## src/rtl/shift_sequencer.sv

```systemverilog
// Multi-cycle shifter sequencer: applies an external 1-bit shifter amt_in times to data_in.
// Optional SHIFT_SEQ_FLAGS_EN adds registered zero/negative flags (z_out, n_out) captured on entry to DONE.
module shift_sequencer (
  input  logic        clk,
  input  logic        reset,
  input  logic        start,
  input  logic [1:0]  op_in,
  input  logic [3:0]  amt_in,
  input  logic [15:0] data_in,
  output logic [15:0] sh_in,
  output logic [1:0]  sh_op,
  input  logic [15:0] sh_out,
  output logic        busy,
  output logic        done,
  output logic [15:0] result,
`ifdef SHIFT_SEQ_FLAGS_EN
  output logic        z_out,
  output logic        n_out,
`endif
  output logic [1:0]  state_o
);

  // Handshake: start is a request sampled only while IDLE (busy=0); a start seen
  // while busy=1 (RUN or DONE) is dropped, never queued. done pulses for one cycle.

  typedef enum logic [1:0] {
    IDLE = 2'd0,
    RUN  = 2'd1,
    DONE = 2'd2
  } state_t;

  state_t      state_q, state_d;
  logic [15:0] acc_q, acc_d;
  logic [1:0]  op_q, op_d;
  logic [3:0]  cnt_q, cnt_d;

  always_ff @(posedge clk) begin
    if (reset) begin
      state_q <= IDLE;
      acc_q   <= '0;
      op_q    <= '0;
      cnt_q   <= '0;
    end else begin
      state_q <= state_d;
      acc_q   <= acc_d;
      op_q    <= op_d;
      cnt_q   <= cnt_d;
    end
  end

  always_comb begin
    state_d = state_q;
    acc_d   = acc_q;
    op_d    = op_q;
    cnt_d   = cnt_q;
    case (state_q)
      IDLE: begin
        if (start) begin
          acc_d = data_in;
          op_d  = op_in;
          cnt_d = amt_in;
          // Zero amount or no-op code skips straight to completion.
          state_d = ((amt_in != 4'd0) && (op_in != 2'b00)) ? RUN : DONE;
        end
      end
      RUN: begin
        acc_d = sh_out;
        cnt_d = cnt_q - 4'd1;
        if (cnt_q == 4'd1) state_d = DONE;
      end
      DONE: begin
        state_d = IDLE;
      end
      default: begin
        state_d = IDLE;
      end
    endcase
  end

  assign busy    = (state_q != IDLE);
  assign done    = (state_q == DONE);
  assign sh_in   = acc_q;
  assign sh_op   = (state_q == RUN) ? op_q : 2'b00;
  assign result  = acc_q;
  assign state_o = state_q;

`ifdef SHIFT_SEQ_FLAGS_EN
  logic z_q, n_q;

  // acc_d is the value acc will hold in DONE, whether arriving from IDLE or RUN.
  always_ff @(posedge clk) begin
    if (reset) begin
      z_q <= 1'b0;
      n_q <= 1'b0;
    end else if ((state_d == DONE) && (state_q != DONE)) begin
      z_q <= (acc_d == 16'h0000);
      n_q <= acc_d[15];
    end
  end

  assign z_out = z_q;
  assign n_out = n_q;
`endif

endmodule

```

## config.mk

```make
export PLATFORM = sky130hd
export DESIGN_NAME = shift_sequencer
export DESIGN_NICKNAME = d
export VERILOG_FILES = /design/src/rtl/shift_sequencer.sv
export SDC_FILE = /design/constraint.sdc
export NUM_CORES = 1
export LEC_CHECK = 0
export ABC_CLOCK_PERIOD_IN_PS = 3300
export CORE_AREA = 2 2 61 63
export DETAILED_ROUTE_END_ITERATION = 12
export DIE_AREA = 0 0 63 65
export MAX_ROUTING_LAYER = met4
export PLACE_DENSITY = 0.78
export SYNTH_ARGS = -nofsm -noshare
export SYNTH_HDL_FRONTEND = slang
export SYNTH_SLANG_ARGS = --single-unit
export TNS_END_PERCENT = 100
```

## constraint.sdc

```tcl
create_clock -name clk -period 3.3 [get_ports clk]
set_input_delay 0.495 -clock clk [delete_from_list [all_inputs] [get_ports clk]]
set_output_delay 0.495 -clock clk [all_outputs]
set_load 0.01 [all_outputs]
```

==> Word level (Yosys, flattened, before mapping) <==
Index checks and enable logic that the tools add are counted.
{ "op_classes": {"addsub": 1, "n_mul": 0, "div_mod_pow": 0, "n_lt_le_gt_ge": 0, "n_eq_ne": 5, "shift": 0, "mux": 9, "bitwise_logic": 0, "n_reduce_logical": 9} }
{ "op_table": {"columns": ["operator", "count"], "rows": [
  ["16-bit one-hot mux with 2 select lines", 1],
  ["16-bit two-way mux", 1],
  ["2-bit two-way mux", 4],
  ["4-bit one-hot mux with 2 select lines", 1],
  ["2-bit AND reduction", 3],
  ["2-bit nonzero test", 3],
  ["4-bit by 1-bit equality test with 1-bit output (second input constant)", 1],
  ["4-bit two-way mux", 1],
  ["2-bit != test (second input constant)", 2],
  ["2-bit one-hot mux with 2 select lines", 1],
  ["4-bit nonzero test", 1],
  ["4-bit by 1-bit subtractor with 4-bit output (second input constant)", 1],
  ["2-bit by 1-bit equality test with 1-bit output (second input constant)", 1],
  ["2-bit equality test (second input constant)", 1],
  ["2-bit logical NOT", 1],
  ["1-bit logical AND", 1]
]} }
{ "totals": {"register_bits": 24, "latch_bits": 0, "ramBits": 0, "mem_bits_ro": 0, "input_bits": 41, "output_inout_bits": 38, "word_cells": 28, "n_memories": 0} }

==> Longest topological paths before layout <==
{ "logic_depth": {"ltp_word": 5, "depth_mapped": 5, "mapped_depth_nobuf": 5} }

==> Least setup slack after synthesis <==
OpenSTA, ideal clock, no wires.
{ "synth_timing": {"path_kind": "register to output", "startpoint": "register state_q[0], in the netlist state_o[0]", "endpoint": "output sh_op[0]", "t_arrival_ns": 1.005, "required_time_ns": 2.805, "slack_ns": 1.800, "stages_incl_launch_ff": 4, "n_path_buf": 1, "path_cell_list": "dfxtp_1 and2b_4 buf_6 and2_1"} }
{ "synth_between": {"elab_chain_len": 2} }
{ "synth_lines": {"columns": ["element", "line", "text"], "rows": [
  ["start: declaration", "32", "state_t state_q, state_d;"],
  ["start signal: assignment", "44", "state_q <= state_d;"],
  ["2-bit by 1-bit equality test with 1-bit output", "83", "assign sh_op = (state_q == RUN) ? op_q : 2'b00;"],
  ["2-bit two-way mux", "83", null],
  ["end: declaration", "11", "output logic [1:0] sh_op,"]
]} }
Every way passes these cells.

==> Worst setup path after layout <==
{ "layout_timing": {"startpoint": "register state_q[0], in the netlist state_o[0]", "endpoint": "output sh_op[1]"} }
The elaborated chain is that of the path after synthesis.

==> results.cfg <==
[logic_synthesis]
synth_xor_area_share_pct = 0
synth-edff-count = 0
synth-seq-cells = 24
synth_top_family_by_area = simple AND/OR/NAND/NOR gates
ys.flop_type = dfxtp_1
async_reset_ff_share_pct = 0
ys_types = 32
yosysSeqAreaShare_pct = 36.7
syn_area_um2 = 1310
synth_mux_area_share_pct = 1.53
yosys_warnings = 0
yosys.area_share.simple_pct = 24.6
synthAdderAreaFrac_pct = 1.91
synth-compound-area-share_pct = 19.1
syn-num-nets = 200
avgSynthCellArea_um2 = 8.34
syn_inst = 157

[min_path]
hold_depth = 2
min_from = op_q[0]
hp-class = flip-flop to flip-flop
min_to = op_q[0]

[routing]
drc = 0
drt_pass1_iterations = 3
via_count = 1248
drt-initial-drc-count = 38
ant_nets = 0
drt-total-wl_um = 3120
viasPerCell = 4.78
wl_per_cell_um = 12.0

[sta]
hold_viol_final = 0
setup_ws_ns = 0.862
holdWs_ns = 0.514
finalSetupViolCount = 0
fin_skew_ns = 0.00115
finalCriticalPeriod_ns = 2.44
slew_viol_final = 0
worstMarginPinSlew_ns = 0.961
post-route-period-util_pct = 73.9
fin_tns_setup_ns = 0
fmax_ghz = 0.410
rsz0062_at_grt = no
relSlewSlack_pct = 35.8

[finish]
post-route-util_pct = 56.8
syn_to_final_growth_pct = 51.7
layout-drive-gt1-share_pct = 4.69
antennaDiodeCount = 0
nets = 257

[global_route]
grt_start_max_net_pins = 41
grt_pass1_wl_um = 5400
grt_remaining_overflow = 0
grt_antenna_before_repair = 0
grt_pass1_vias = 1229
grt.total_usage_pct = 16.6

[worst_setup_path]
rrSetupSlack_ns = 1.64
path_class = flip-flop to output port
r2r-start = state_o[1]
cp.arrival_ns = 1.94
end_kind = output port
r2r_cells = 3
r2r-end = cnt_q[1]
crit_fanout = 21
cp-start-kind = flip-flop
required_ns = 2.80

[place]
io_buffer_count = 78
dp_hpwl_um = 2270
place_congestion = 0.728
pre_cts_slack_ns = 1.23

[cts]
cts_tree = done
clock_path_buffers = 2
cts.sink_count = 24
clkTransAtPathRegs_ns = 0.13
clk_latency_ns = 0.32
htreeDepth = 1
cts_root_buf = clkbuf_4
post_cts_buffers = 0
cts_made_buffers = 3
ctsHoldBuffers = 0
cts_resized = 0

[power_and_ir_drop]
p_leak_nw = 0.755
power.share.clock_pct = 18.1
seq_power_share_pct = 42.1
netSwitchingFraction_pct = 31.1
ir_drop_mv = 0.270
switchingPower_uw = 268
powerDensity_nw_per_um2 = 434
combPwrFrac_pct = 39.7
internal_power_uw = 594

[run_status]
status = complete, no violations

[die]
start_util_pct = 37.4
io_pins = 79
die_h_um = 65
rows = 22
fp.dieW_um = 63
fp.dieArea_um2 = 4100
design.core.area_um2 = 3500

[flow_run]
drv_cap = 0
metrics by stage:
stage	total power [mW]	area, um2	cells
5_1_grt	0.923	1990	261
2_1_floorplan	0.577	1310	157
3_5_place_dp	0.715	1950	257
4_1_cts	0.873	1990	261
3_3_place_gp	0.707	1950	257
6_report	0.862	1990	261
sequential cells by signal, indices dropped and copies added, names as in the netlist:
register  flops
cnt_q         4
result       16
op_q          2
state_o       2
power by group through the flow:
| stage | Combinational, mW | Clock, mW | Sequential [mW] |
|---|---|---|---|
| 2_1_floorplan | 0.198 | 0 | 0.379 |
| 3_5_place_dp | 0.345 | 0 | 0.370 |
| 5_1_grt | 0.373 | 0.178 | 0.371 |
| 3_3_place_gp | 0.339 | 0 | 0.368 |
| 6_report | 0.342 | 0.156 | 0.363 |
| 4_1_cts | 0.346 | 0.163 | 0.364 |
per-layer routing:
metal	vias up	GRT usage (%)	wire [um]
li1	644	-	-
met1	552	19.6	1400
met2	50	29.3	1500
met3	2	4.17	226
met4	0	2.50	2
met5	-	-	0
placed cells by master (no fill, tap or decap), types with 2 or more instances in the layout:
master and instances:
nor4_1 2, nand2b_1 2, clkbuf_4 3, clkdlybuf4s50_1 78, ha_1 2, nor3_1 3
and2_1 2, nor2_1 23, a311oi_1 17, nand2_1 34, mux2i_1 2, inv_1 3
dfxtp_1 24
worst max-delay path by stage:
stage | startpoint | to | slack, ns
final | state_o[0] | sh_op[1] | 0.86
after CTS | state_o[0] | sh_op[1] | 0.83
after detailed placement | state_o[0] | sh_op[1] | 1.23
after global routing | state_o[0] | sh_op[0] | 0.71
after floorplan | state_o[0] | sh_op[0] | 1.80
after global placement | state_o[0] | sh_op[0] | 1.26
final cells by class:
type	instances	area (um2)
clock buffers	4	36.3
flip-flops and latches	24	480
multi-input cells	104	617
fillers	349	1510
repair buffers	78	781
inverters	3	11.3
well taps	48	60.1
worst max-delay path, stage by stage, from the launching register on:
cell	delay [ns]
dfxtp_1	0.55
and2b_4	0.37
and2_1	0.17
clkdlybuf4s50_1	0.53
cell usage after synthesis (2+ instances only):
cell type | instances | area (um2)
a311oi_1 | 17 | 149
and2_1 | 2 | 12.5
buf_4 | 19 | 143
buf_6 | 4 | 45.0
clkbuf_1 | 2 | 7.51
dfxtp_1 | 24 | 480
ha_1 | 2 | 25.0
inv_1 | 3 | 11.3
mux2i_1 | 2 | 20.0
nand2_1 | 34 | 128
nand2b_1 | 2 | 12.5
nor2_1 | 23 | 86.3
nor3_1 | 3 | 15.0
nor4_1 | 2 | 12.5
cells by family after synthesis:
family | after synthesis
buf+inv | 29
compound gates | 27
flops | 24
fa+ha+maj | 2
mux | 2
simple gates | 73
Power figures use the tool's default switching activity.
